### config.mk
export PLATFORM = sky130hd
export DESIGN_NAME = sw_port_pkt
export DESIGN_NICKNAME = d
export VERILOG_FILES = /design/src/rtl/sw_port_pkt.sv
export SDC_FILE = /design/constraint.sdc
export NUM_CORES = 1
export LEC_CHECK = 0
export CAP_MARGIN = 20
export CORE_ASPECT_RATIO = 0.8
export CORE_MARGIN = 2
export CORE_UTILIZATION = 45
export CTS_CLUSTER_DIAMETER = 120
export DETAILED_ROUTE_END_ITERATION = 6
export PLACE_DENSITY = 0.57
export RECOVER_POWER = 25
export SLEW_MARGIN = 20
export SYNTH_ARGS = -nofsm -noshare
export SYNTH_HDL_FRONTEND = slang
export SYNTH_SLANG_ARGS = --single-unit
### constraint.sdc
create_clock -name clk -period 5.7 [get_ports clk]
set_input_delay 1.71 -clock clk [delete_from_list [all_inputs] [get_ports clk]]
set_output_delay 1.71 -clock clk [all_outputs]
set_load 0.01 [all_outputs]
### src/rtl/sw_port_pkt.sv
// rtl/sw_port_pkt.sv - store-and-forward switch output port with atomic overflow rollback
// Optional broadcast DA acceptance: define SW_PORT_BCAST_EN.
module sw_port_pkt #(
  parameter int FIFO_SIZE = 64,
  parameter int W_WIDTH   = 8,
  parameter int CNT_W     = 8
) (
  input  logic               clk,
  input  logic               rst_n,
  input  logic               sw_en,
  input  logic [W_WIDTH-1:0] port_data,
  input  logic [W_WIDTH-1:0] port_addr,
  output logic               rd_out,
  input  logic               port_rd,
  output logic [W_WIDTH-1:0] port_out,
  output logic               port_eop,
  output logic               port_rdy,
  output logic [CNT_W-1:0]   pkt_cnt,
  output logic [CNT_W-1:0]   drop_cnt
);

  localparam int AW = $clog2(FIFO_SIZE);
  localparam int PW = AW + 1;

  typedef enum logic [1:0] {IDLE, RECV, SKIP, DROP} state_t;

  state_t             state_q, state_d;
  logic [PW-1:0]      wr_ptr_q, cm_ptr_q, rd_ptr_q, pkt_avail_q;
  logic [W_WIDTH-1:0] port_out_q;
  logic               port_eop_q;
  logic [CNT_W-1:0]   pkt_cnt_q, drop_cnt_q;
  logic [W_WIDTH-1:0] mem_q [FIFO_SIZE];
  logic               eop_q [FIFO_SIZE];

  logic [PW-1:0] used, wr_last;
  logic [AW-1:0] wr_idx, rd_idx;
  logic          full, da_match, wr_en, commit, rollback, drop_inc, rd_fire, pop_eop;

  assign used     = wr_ptr_q - rd_ptr_q;
  assign full     = (used == PW'(FIFO_SIZE));
  assign wr_last  = wr_ptr_q - PW'(1);
  assign wr_idx   = wr_ptr_q[AW-1:0];
  assign rd_idx   = rd_ptr_q[AW-1:0];
  assign rd_out   = !full;
  assign port_rdy = (pkt_avail_q != '0);
  assign port_out = port_out_q;
  assign port_eop = port_eop_q;
  assign pkt_cnt  = pkt_cnt_q;
  assign drop_cnt = drop_cnt_q;

`ifdef SW_PORT_BCAST_EN
  assign da_match = (port_data == port_addr) || (&port_data);
`else
  assign da_match = (port_data == port_addr);
`endif

  // The committed pointer bounds the reader even if a consumer pops past an eop early.
  assign rd_fire = port_rd && port_rdy && (rd_ptr_q != cm_ptr_q);
  assign pop_eop = rd_fire && eop_q[rd_idx];

  always_comb begin
    state_d  = state_q;
    wr_en    = 1'b0;
    commit   = 1'b0;
    rollback = 1'b0;
    drop_inc = 1'b0;
    case (state_q)
      IDLE: if (sw_en) begin
        if (!da_match) begin
          state_d = SKIP;
        end else if (!full) begin
          wr_en   = 1'b1;
          state_d = RECV;
        end else begin
          drop_inc = 1'b1;
          state_d  = DROP;
        end
      end
      RECV: if (sw_en) begin
        if (!full) begin
          wr_en = 1'b1;
        end else begin
          rollback = 1'b1;
          drop_inc = 1'b1;
          state_d  = DROP;
        end
      end else begin
        commit  = 1'b1;
        state_d = IDLE;
      end
      SKIP, DROP: if (!sw_en) state_d = IDLE;
      default: state_d = IDLE;
    endcase
  end

  always_ff @(posedge clk) begin
    if (wr_en) begin
      mem_q[wr_idx] <= port_data;
      eop_q[wr_idx] <= 1'b0;
    end
    if (commit) eop_q[wr_last[AW-1:0]] <= 1'b1;
    if (pop_eop) eop_q[rd_idx] <= 1'b0;
  end

  always_ff @(posedge clk or negedge rst_n) begin
    if (!rst_n) begin
      state_q     <= IDLE;
      wr_ptr_q    <= '0;
      cm_ptr_q    <= '0;
      rd_ptr_q    <= '0;
      pkt_avail_q <= '0;
      port_out_q  <= '0;
      port_eop_q  <= 1'b0;
      pkt_cnt_q   <= '0;
      drop_cnt_q  <= '0;
    end else begin
      state_q <= state_d;
      if (wr_en)         wr_ptr_q <= wr_ptr_q + PW'(1);
      else if (rollback) wr_ptr_q <= cm_ptr_q;
      if (commit) cm_ptr_q <= wr_ptr_q;
      if (rd_fire) begin
        rd_ptr_q   <= rd_ptr_q + PW'(1);
        port_out_q <= mem_q[rd_idx];
        port_eop_q <= eop_q[rd_idx];
      end
      if (commit && !pop_eop)      pkt_avail_q <= pkt_avail_q + PW'(1);
      else if (!commit && pop_eop) pkt_avail_q <= pkt_avail_q - PW'(1);
      if (commit && (pkt_cnt_q != '1))    pkt_cnt_q  <= pkt_cnt_q + CNT_W'(1);
      if (drop_inc && (drop_cnt_q != '1)) drop_cnt_q <= drop_cnt_q + CNT_W'(1);
    end
  end

endmodule
==> results of run 1 <==
==> cell type report <==
type | instances | area, um2
Clock inverter | 47 | 349
Inverter | 29 | 110
Timing Repair Buffer | 162 | 1320
Fill cell | 4742 | 27200
Multi-Input combinational cell | 1008 | 6950
Sequential cell | 631 | 18000
Antenna cell | 3 | 7.51
Clock buffer | 66 | 1550
Tap cell | 760 | 951
==> metal layers <==
metal | routed length, um | up-vias
li1 | - | 7442
met1 | 35400 | 8881
met2 | 36300 | 999
met3 | 8090 | 132
met4 | 2220 | 0
met5 | 0 | -
==> power by group through the flow <==
stage / Clock (W) / Sequential, W / Combinational, W
finish: 0.00393 / 0.00532 / 0.00327
global route: 0.00415 / 0.00533 / 0.00346
CTS: 0.00397 / 0.00531 / 0.00324
detailed placement: 0 / 0.00540 / 0.00323
global placement: 0 / 0.00540 / 0.00321
floorplan: 0 / 0.00525 / 0.00195
==> stage by stage <==
| stage | cell area (um2) | utilization [%] | total power, W | setup slack, ps | instances |
|---|---|---|---|---|---|
| 3_3_place_gp | 27400 | 48.5 | 0.00862 | 539 | 2590 |
| 3_5_place_dp | 27400 | 48.5 | 0.00863 | 512 | 2590 |
| 6_report | 29300 | 51.8 | 0.0125 | 112 | 2706 |
| 5_1_grt | 29300 | 51.8 | 0.0129 | 26.8 | 2705 |
| 2_1_floorplan | 25600 | - | 0.00720 | 1250 | 1781 |
| 4_1_cts | 29300 | 51.8 | 0.0125 | 139 | 2703 |
==> worst paths after layout <==
kind | from | endpoint | cells after the start
hold / removal | eop_q[43] | eop_q[43] | 2
setup reg to reg | rd_ptr_q[3] | pkt_avail_q[6] | 15
min in group asynchronous | rst_n | pkt_cnt[5] | 1
max in group asynchronous | rst_n | rd_ptr_q[0] | 2
hold reg to reg | eop_q[43] | eop_q[43] | 2
setup / recovery | rd_ptr_q[3] | rd_out | 8
==> state kept, by name, summed over array words and instances, names as in the netlist <==
| signal | cells |
|---|---|
| cm_ptr_q | 7 |
| wr_ptr_q | 7 |
| pkt_avail_q | 7 |
| pkt_cnt | 8 |
| port_out | 8 |
| drop_cnt | 8 |
| port_eop | 1 |
| eop_q | 64 |
| mem_q | 512 |
| rd_ptr_q | 7 |
| state_q | 2 |
==> what timing repair did <==
action | CTS | global route
hold buffers | 0 | 0
resized for setup | 1 | 0
setup endpoints to repair | 1 | 0
==> cells by family (layout without fill, tap and decap cells) <==
logic type	after synthesis	count (layout)	synth area share (%)
XOR/XNOR	45	45	1.54
adder cells (fa/ha/maj)	18	18	0.909
buffers and inverters	142	304	2.58
AND/OR/NAND/NOR	381	381	7.36
other	0	3	0
flip-flops	631	631	70.5
AO/OA/AOI/OAI	538	538	15.8
multiplexers	26	26	1.32
==> worst reg2reg max path: cells and delay by family (launching register included) <==
kind | cells | cell delay, ps
AO/OA/AOI/OAI | 5 | 1080
AND/OR/NAND/NOR | 4 | 1740
XOR/XNOR | 2 | 300
flip-flops | 1 | 820
adder cells (fa/ha/maj) | 2 | 570
buffers and inverters | 2 | 340
==> placed cells by master (no fill, tap or decap), drive strengths merged, types with 14 or more instances in the layout <==
cell / synthesis / layout
dfrtp: 55 / 55
buf: 75 / 107
edfxtp: 512 / 512
a221oi: 57 / 57
xnor2: 27 / 27
nor4: 14 / 14
a41oi: 25 / 25
a31oi: 52 / 52
clkbuf: 38 / 84
nand3: 30 / 30
a311oi: 15 / 15
dfxtp: 64 / 64
o21ai: 17 / 17
a211oi: 33 / 33
nand4: 35 / 35
nor3: 53 / 53
xor2: 18 / 18
nor2: 135 / 135
a21oi: 58 / 58
ha: 17 / 17
inv: 27 / 31
clkinv: 2 / 34
a22oi: 179 / 179
nand2: 66 / 66
a22o: 41 / 41
clkdlybuf4s50: 0 / 37
==> flow_summary.yaml, run 1 <==
global_route:
  antenna_found_initial: 4
  grtUsageMet3_pct: 5.31
  overflow: 0
  grtUsageTotal_pct: 27.8
  grt_max_degree: 65
  gr-usage-met2_pct: 41.2
  use_met1_pct: 41.5
  grt.busiest_layer: "met1"
  first_global_vias: 16900
  grt_pass1_wl_um: 120000
run_status:
  outcome: "finished, violations left"
  violations: "max-capacitance violations, max-slew violations"
setup_path:
  worst_path_max_delay_cell: "dfrtp_1"
  critPathMaxFanout: 12
  arrival_ps: 3880
  end_kind: "output port"
  path_cells: "clkinv_2 > ha_1 > nor2_1 > a221o_1 > a2111oi_2 > o21a_2 > inv_2 > clkdlybuf4s50_1"
  cp_data_required_time_ps: 3990
  rrSetupSlack_ps: 740
  max_stage_delay_ps: 820
  cpLargestDelayFamily: "buffers and inverters"
  cp-start-kind: "flip-flop"
  critical_path_buf_inv_count: 3
  criticalPathCategory: "reg -> out"
synth:
  synthFlopType: "edfxtp_1"
  async_reset_ff_share_pct: 8.72
  netlist_area_mm2: 0.0256
  ys_warn_count: 0
  netlist.area_leader.share_pct: 60.1
  synth_edf_count: 512
  netlist_instances: 1781
  yosys.area.top_type: "edfxtp_1"
  avgSynthCellArea_um2: 14.4
  netlist_top_cells_count: "edfxtp_1 (512), a22oi_1 (179), nor2_1 (133)"
  synth_most_common_cell: "edfxtp_1"
  synthTopCellsByArea: "edfxtp_1 (60%), dfrtp_1 (5.4%), a22oi_1 (5.3%)"
  synth_nets: 1819
  synth-seq-cells: 631
  yosysSeqAreaShare_pct: 70.5
  synth_cell_types: 82
floorplan:
  die_area_mm2: 0.0588
  die_w_um: 271
  rows: 78
  initial_core_util_pct: 45.3
  fp.coreArea_mm2: 0.0565
  io_pins: 47
  die_h_um: 217
pwr:
  clkPwrFrac_pct: 31.4
  total_leakage_power_nw: 9.51
  p_per_area_mw_per_mm2: 428
  vdd_drop_max_mv: 0.291
  combPwrFrac_pct: 26.1
  power_frac_seq_pct: 42.5
  power.switching_w: 0.00421
  p_sw_share_pct: 33.7
  power.internal_w: 0.00831
clocking:
  clkLatencyLatePin_ps: 640
  cts_tree: "yes"
  post_cts.repair.setup_buffers: 0
  numCtsBuffers: 61
  clock-root-buffer: "clkbuf_16"
  clk_path_buf_depth: 3
  h-tree-depth: 2
  clock-sinks: 631
  clk_pin_slew_worst_paths_ps: 60
placed_design:
  port_buffers: 46
  gp_congestion: 0.983
  hpwl_um: 53200
sta:
  fin_crit_ps: 5590
  rsz0062_at_grt: "false"
  hold_viol_final: 0
  finalSetupTns_ps: 0
  whs_ps: 466
  tightestPinTransition_ps: 3340
  relSlewSlack_pct: -122
  finalMaxSlewViolations: 423
  finalCritPeriodShare_pct: 98.0
  setup_violations: 0
  max_freq_mhz: 179
  fin_skew_ps: 23.5
drt:
  wire_per_inst_um: 30.3
  drt-pass1-iter-count: 7
  num_vias: 17500
  routed_via_density: 6.45
  drt-total-wl_um: 82000
  drt_first_iter_violations: 2277
  drc: 0
  antenna_left: 0
finish:
  drive_gt1_share_pct: 13.4
  finalNetCount: 1931
  area_growth_syn_to_layout_pct: 14.3
flow_run:
  drv_cap: 7
min_path:
  hold_class: "reg -> reg"
Note: power is estimated with default switching activity, not from simulation.
==> run 2: changes to the inputs <==
--- a/config.mk
+++ b/config.mk
@@ -6,7 +6,6 @@
 export NUM_CORES = 1
 export LEC_CHECK = 0
 export CAP_MARGIN = 20
-export CORE_ASPECT_RATIO = 0.8
 export CORE_MARGIN = 2
 export CORE_UTILIZATION = 45
 export CTS_CLUSTER_DIAMETER = 120
==> run 2 against run 1 <==
  * The flow still finishes with violations (max-capacitance violations, max-slew violations)
  * Non-clock buffer count fell by 15
  * Combinational power fell by 2%
  * Global-route usage fell by 0.23 points
  * Routed wire length fell by 0.79%
  * Flip-flop and latch count did not move
  * Fmax rose by 2.3%
  * Sequential share of layout area fell by 0.47 points
  * Setup slack improved by 130 ps
  * Clock skew rose by 10 ps
  * Register-to-register slack barely moved
  * First-iteration DRC count rose by 0.13%
  * Critical path type unchanged
  * Critical endpoint unchanged
  * Highest routed layer unchanged
==> flow_summary.yaml, run 2 (same netlist as run 1, synthesis figures left out) <==
floorplan:
  initial_core_util_pct: 45.5
  fp.coreArea_mm2: 0.0563
  die_h_um: 242
  die_area_mm2: 0.0588
  rows: 87
  io_pins: 47
  die_w_um: 242
drt:
  drt-total-wl_um: 81300
  drc: 0
  wire_per_inst_um: 30.1
  routed_via_density: 6.45
  drt-pass1-iter-count: 6
  antenna_left: 0
  num_vias: 17400
  drt_first_iter_violations: 2280
sta:
  final.setup.worst_slack_ps: 240
  whs_ps: 462
  rsz0062_at_grt: "false"
  fin_crit_ps: 5460
  relSlewSlack_pct: -131
  tightestPinTransition_ps: 3470
  setup_violations: 0
  finalCritPeriodShare_pct: 95.8
  hold_viol_final: 0
  fin_skew_ps: 33.8
  finalSetupTns_ps: 0
  max_freq_mhz: 183
  finalMaxSlewViolations: 352
setup_path:
  criticalPathCategory: "reg -> out"
  cp-start-kind: "flip-flop"
  cp_data_required_time_ps: 3990
  end_kind: "output port"
  arrival_ps: 3750
  rrSetupSlack_ps: 740
  critPathMaxFanout: 21
finish:
  area_growth_syn_to_layout_pct: 15.2
  drive_gt1_share_pct: 13.0
  largest_reg_flops: 512
  layout_common_cells: "edfxtp_1 (512), a22oi_1 (179), nor2_1 (130)"
  final_cells: 2698
  ff_latch_area_mm2: 0.0180
  finalNetCount: 1922
  layout_commonest_cell: "edfxtp_1"
  top_regs: "mem_q x512, eop_q x64"
  nFillCells: 4720
  regMostFlops: "mem_q"
  multi_input_area_mm2: 0.00695
placed_design:
  hpwl_um: 51400
  dp.cells: 2571
  gp_congestion: 0.957
  port_buffers: 46
  pre_cts_slack_ps: 474
clocking:
  ctsHoldBuffers: 0
  clk_pin_slew_worst_paths_ps: 60
  numCtsBuffers: 67
  clk_path_buf_depth: 3
  h-tree-depth: 3
  clock-root-buffer: "clkbuf_16"
  clkLatencyLatePin_ps: 620
  cts_tree: "yes"
  clock-sinks: 631
  post_cts.repair.setup_buffers: 0
  cts.repair.resized: 0
run_status:
  violations: "max-capacitance violations, max-slew violations"
  outcome: "finished, violations left"
min_path:
  hold_class: "reg -> reg"
global_route:
  grt_pass1_wl_um: 119000
  overflow: 0
  grtUsageTotal_pct: 27.6
  first_global_vias: 16900
  antenna_found_initial: 6
  grt_max_degree: 68
pwr:
  total_leakage_power_nw: 9.61
  vdd_drop_max_mv: 0.299
  p_total_w: 0.0130
  p_per_area_mw_per_mm2: 442
flow_run:
  drv_cap: 6
run 2: routing by layer:
| metal | up-vias | global-route usage (%) | routed length [um] | share of wire (%) |
|---|---|---|---|---|
| met5 | - | 0 | 0 | 0 |
| met2 | 937 | 41.8 | 37100 | 46 |
| met3 | 154 | 4.55 | 7180 | 8.8 |
| met4 | 0 | 10.9 | 2890 | 3.6 |
| met1 | 8877 | 39.8 | 34100 | 42 |
| li1 | 7441 | - | - | - |
run 2: final timing paths:
check / from / end / depth (start not counted)
setup / recovery: rd_ptr_q[2] / rd_out / 8
hold / removal: eop_q[59] / eop_q[59] / 2
setup reg to reg: rd_ptr_q[2] / pkt_avail_q[6] / 17
hold reg to reg: eop_q[59] / eop_q[59] / 2
max in group asynchronous: rst_n / rd_ptr_q[3] / 2
min in group asynchronous: rst_n / drop_cnt[6] / 2
run 2: power breakdown:
| group | switching, W | leakage, nW | internal, W |
|---|---|---|---|
| clock network | 0.00182 | 1.09 | 0.00270 |
| registers | 0.000224 | 5.81 | 0.00508 |
| logic | 0.00215 | 2.70 | 0.00108 |
run 2: critical path, stage by stage (launching register included):
cell and delay, ps:
dfrtp_1 980, inv_2 290, ha_1 410, and4_1 180
o21ai_1 80, and4_1 170, o21a_2 200, inv_2 220
clkdlybuf4s50_1 600
run 2: cell type report:
| cell class | count | area share [%] |
|---|---|---|
| antenna | 6 | 0.0509 |
| tap | 756 | 3.21 |
| inverter | 29 | 0.369 |
| timing repair buffer | 147 | 4.04 |
| clock inverter | 35 | 1.65 |
| clock buffer | 86 | 5.96 |
| sequential | 631 | 61.1 |
| multi-input combinational | 1008 | 23.6 |
run 2: metrics by stage:
stage	area, um2	util [%]
2_1_floorplan	25600	-
3_3_place_gp	27300	48.4
3_5_place_dp	27300	48.4
4_1_cts	29500	52.4
5_1_grt	29500	52.4
6_report	29500	52.4
==> run 3: changes to the inputs <==
--- a/config.mk
+++ b/config.mk
@@ -8,7 +8,7 @@
 export CAP_MARGIN = 20
 export CORE_MARGIN = 2
 export CORE_UTILIZATION = 45
-export CTS_CLUSTER_DIAMETER = 120
+export CTS_CLUSTER_DIAMETER = 50
 export DETAILED_ROUTE_END_ITERATION = 6
 export PLACE_DENSITY = 0.57
 export RECOVER_POWER = 25
==> run 3 against run 2 <==
  * The flow finishes with violations (design-rule violations, max-capacitance violations, max-slew violations)
  * Highest routed layer unchanged
  * Die area is the same
  * Clock-buffer cell count up 8
  * Largest cell class unchanged
  * Flip-flop and latch count did not move
  * Global-route usage about the same
==> flow_summary.yaml, run 3 (same netlist as run 1, synthesis figures left out) <==
clocking:
  cts.repair.resized: 0
  h-tree-depth: 3
  clkLatencyLatePin_ps: 640
  cts_tree: "yes"
  clk_pin_slew_worst_paths_ps: 60
  clk_path_buf_depth: 3
  post_cts.repair.setup_buffers: 0
  numCtsBuffers: 72
  ctsHoldBuffers: 0
  clock-root-buffer: "clkbuf_16"
  clock-sinks: 631
floorplan:
  fp.coreArea_mm2: 0.0563
  initial_core_util_pct: 45.5
  die_h_um: 242
  rows: 87
  die_w_um: 242
  io_pins: 47
  die_area_mm2: 0.0588
setup_path:
  reg2regPathDepth: 17
  rrSetupSlack_ps: 640
  critPathMaxFanout: 21
  r2r_start: "rd_ptr_q[2]"
  arrival_ps: 3800
  worstReg2RegEnd: "pkt_avail_q[6]"
  cp_data_required_time_ps: 3990
  cp-start-kind: "flip-flop"
  end_kind: "output port"
  criticalPathCategory: "reg -> out"
sta:
  hold_viol_final: 0
  max_freq_mhz: 181
  final.setup.worst_slack_ps: 188
  finalCritPeriodShare_pct: 96.7
  setup_violations: 0
  fin_crit_ps: 5510
  finalSetupTns_ps: 0
  fin_skew_ps: 51.2
  finalMaxSlewViolations: 352
  rsz0062_at_grt: "false"
  relSlewSlack_pct: -123
  tightestPinTransition_ps: 3350
drt:
  wire_per_inst_um: 30.1
  antenna_left: 0
  drt-total-wl_um: 81500
  num_vias: 17600
  routed_via_density: 6.52
  drt_first_iter_violations: 2418
  drc: 1
  drt-pass1-iter-count: 7
finish:
  layout_common_cells: "edfxtp_1 (512), a22oi_1 (179), nor2_1 (130)"
  largest_reg_flops: 512
  regMostFlops: "mem_q"
  layout_commonest_cell: "edfxtp_1"
  area_growth_syn_to_layout_pct: 15.7
  finalNetCount: 1927
  top_regs: "mem_q x512, eop_q x64"
  drive_gt1_share_pct: 13.5
pwr:
  p_per_area_mw_per_mm2: 444
  vdd_drop_max_mv: 0.317
  total_leakage_power_nw: 9.66
min_path:
  whs_path_depth: 2
  worstHoldStart: "eop_q[59]"
  min_to: "eop_q[59]"
  hold_class: "reg -> reg"
flow_run:
  drv_cap: 6
run_status:
  violations: "design-rule violations, max-capacitance violations, max-slew violations"
  outcome: "finished, violations left"
global_route:
  grt_pass1_wl_um: 119000
  grtUsageTotal_pct: 27.6
  antenna_found_initial: 6
  grt_max_degree: 68
  first_global_vias: 16900
  overflow: 0
placed_design:
  port_buffers: 46
  pre_cts_slack_ps: 474
  hpwl_um: 51400
  gp_congestion: 0.957
run 3: cell types whose count changed in the layout (fill, tap and decap cells not counted), sizes merged:
cell,delta
bufinv,-6
diode,-1
clkinv,+2
clkbuf,+8
inv,+1
clkinvlp,+2
run 3: power by group:
group          internal, W  total, W  switching [W]
logic              0.00108   0.00324        0.00216
clock network      0.00265   0.00460        0.00195
registers          0.00508   0.00531       0.000229
run 3: final cells by class:
cell class,instances,area [um2]
Fill cell,4685,26700
Sequential cell,631,18000
Multi-Input combinational cell,1008,6950
Clock buffer,94,1920
Timing Repair Buffer,147,1190
Tap cell,756,946
Clock inverter,34,439
Inverter,29,109
Antenna cell,5,12.5
run 3: stage by stage:
step                      instance area (um2)  cells  utilization, %  hold WS, ps  power (W)
final                                   29600   2704            52.6          461     0.0132
after floorplan                         25600   1781               -          430    0.00720
after detailed placement                27300   2571            48.4          448    0.00859
after global placement                  27300   2571            48.4          450    0.00858
after global routing                    29600   2703            52.6          489     0.0136
after CTS                               29600   2699            52.6          456     0.0131
run 3: critical path: stages, from the launching register on:
cell             delay, ps
dfrtp_1               1010
inv_2                  300
ha_1                   420
and4_1                 180
o21ai_1                 70
and4_1                 170
o21a_2                 200
inv_2                  220
clkdlybuf4s50_1        590
run 3: worst max-delay path by stage:
stage                            from             end  slack, ps  cells after the start
final                     rd_ptr_q[2]          rd_out        190                      8
after CTS                 rd_ptr_q[3]          rd_out        150                      8
after global routing      rd_ptr_q[2]          rd_out        120                      8
after detailed placement      port_rd  pkt_avail_q[6]        470                     14
after floorplan                 sw_en  pkt_avail_q[6]       1250                     16
after global placement        port_rd  pkt_avail_q[6]        490                     14
run 3: metal layers:
layer  vias up  track usage, %  wire length, um
met3       167            5.05             7270
li1       7453               -                -
met1      8993            39.7            34300
met5         -               0                0
met2      1016            41.8            37100
met4         0            10.4             2820
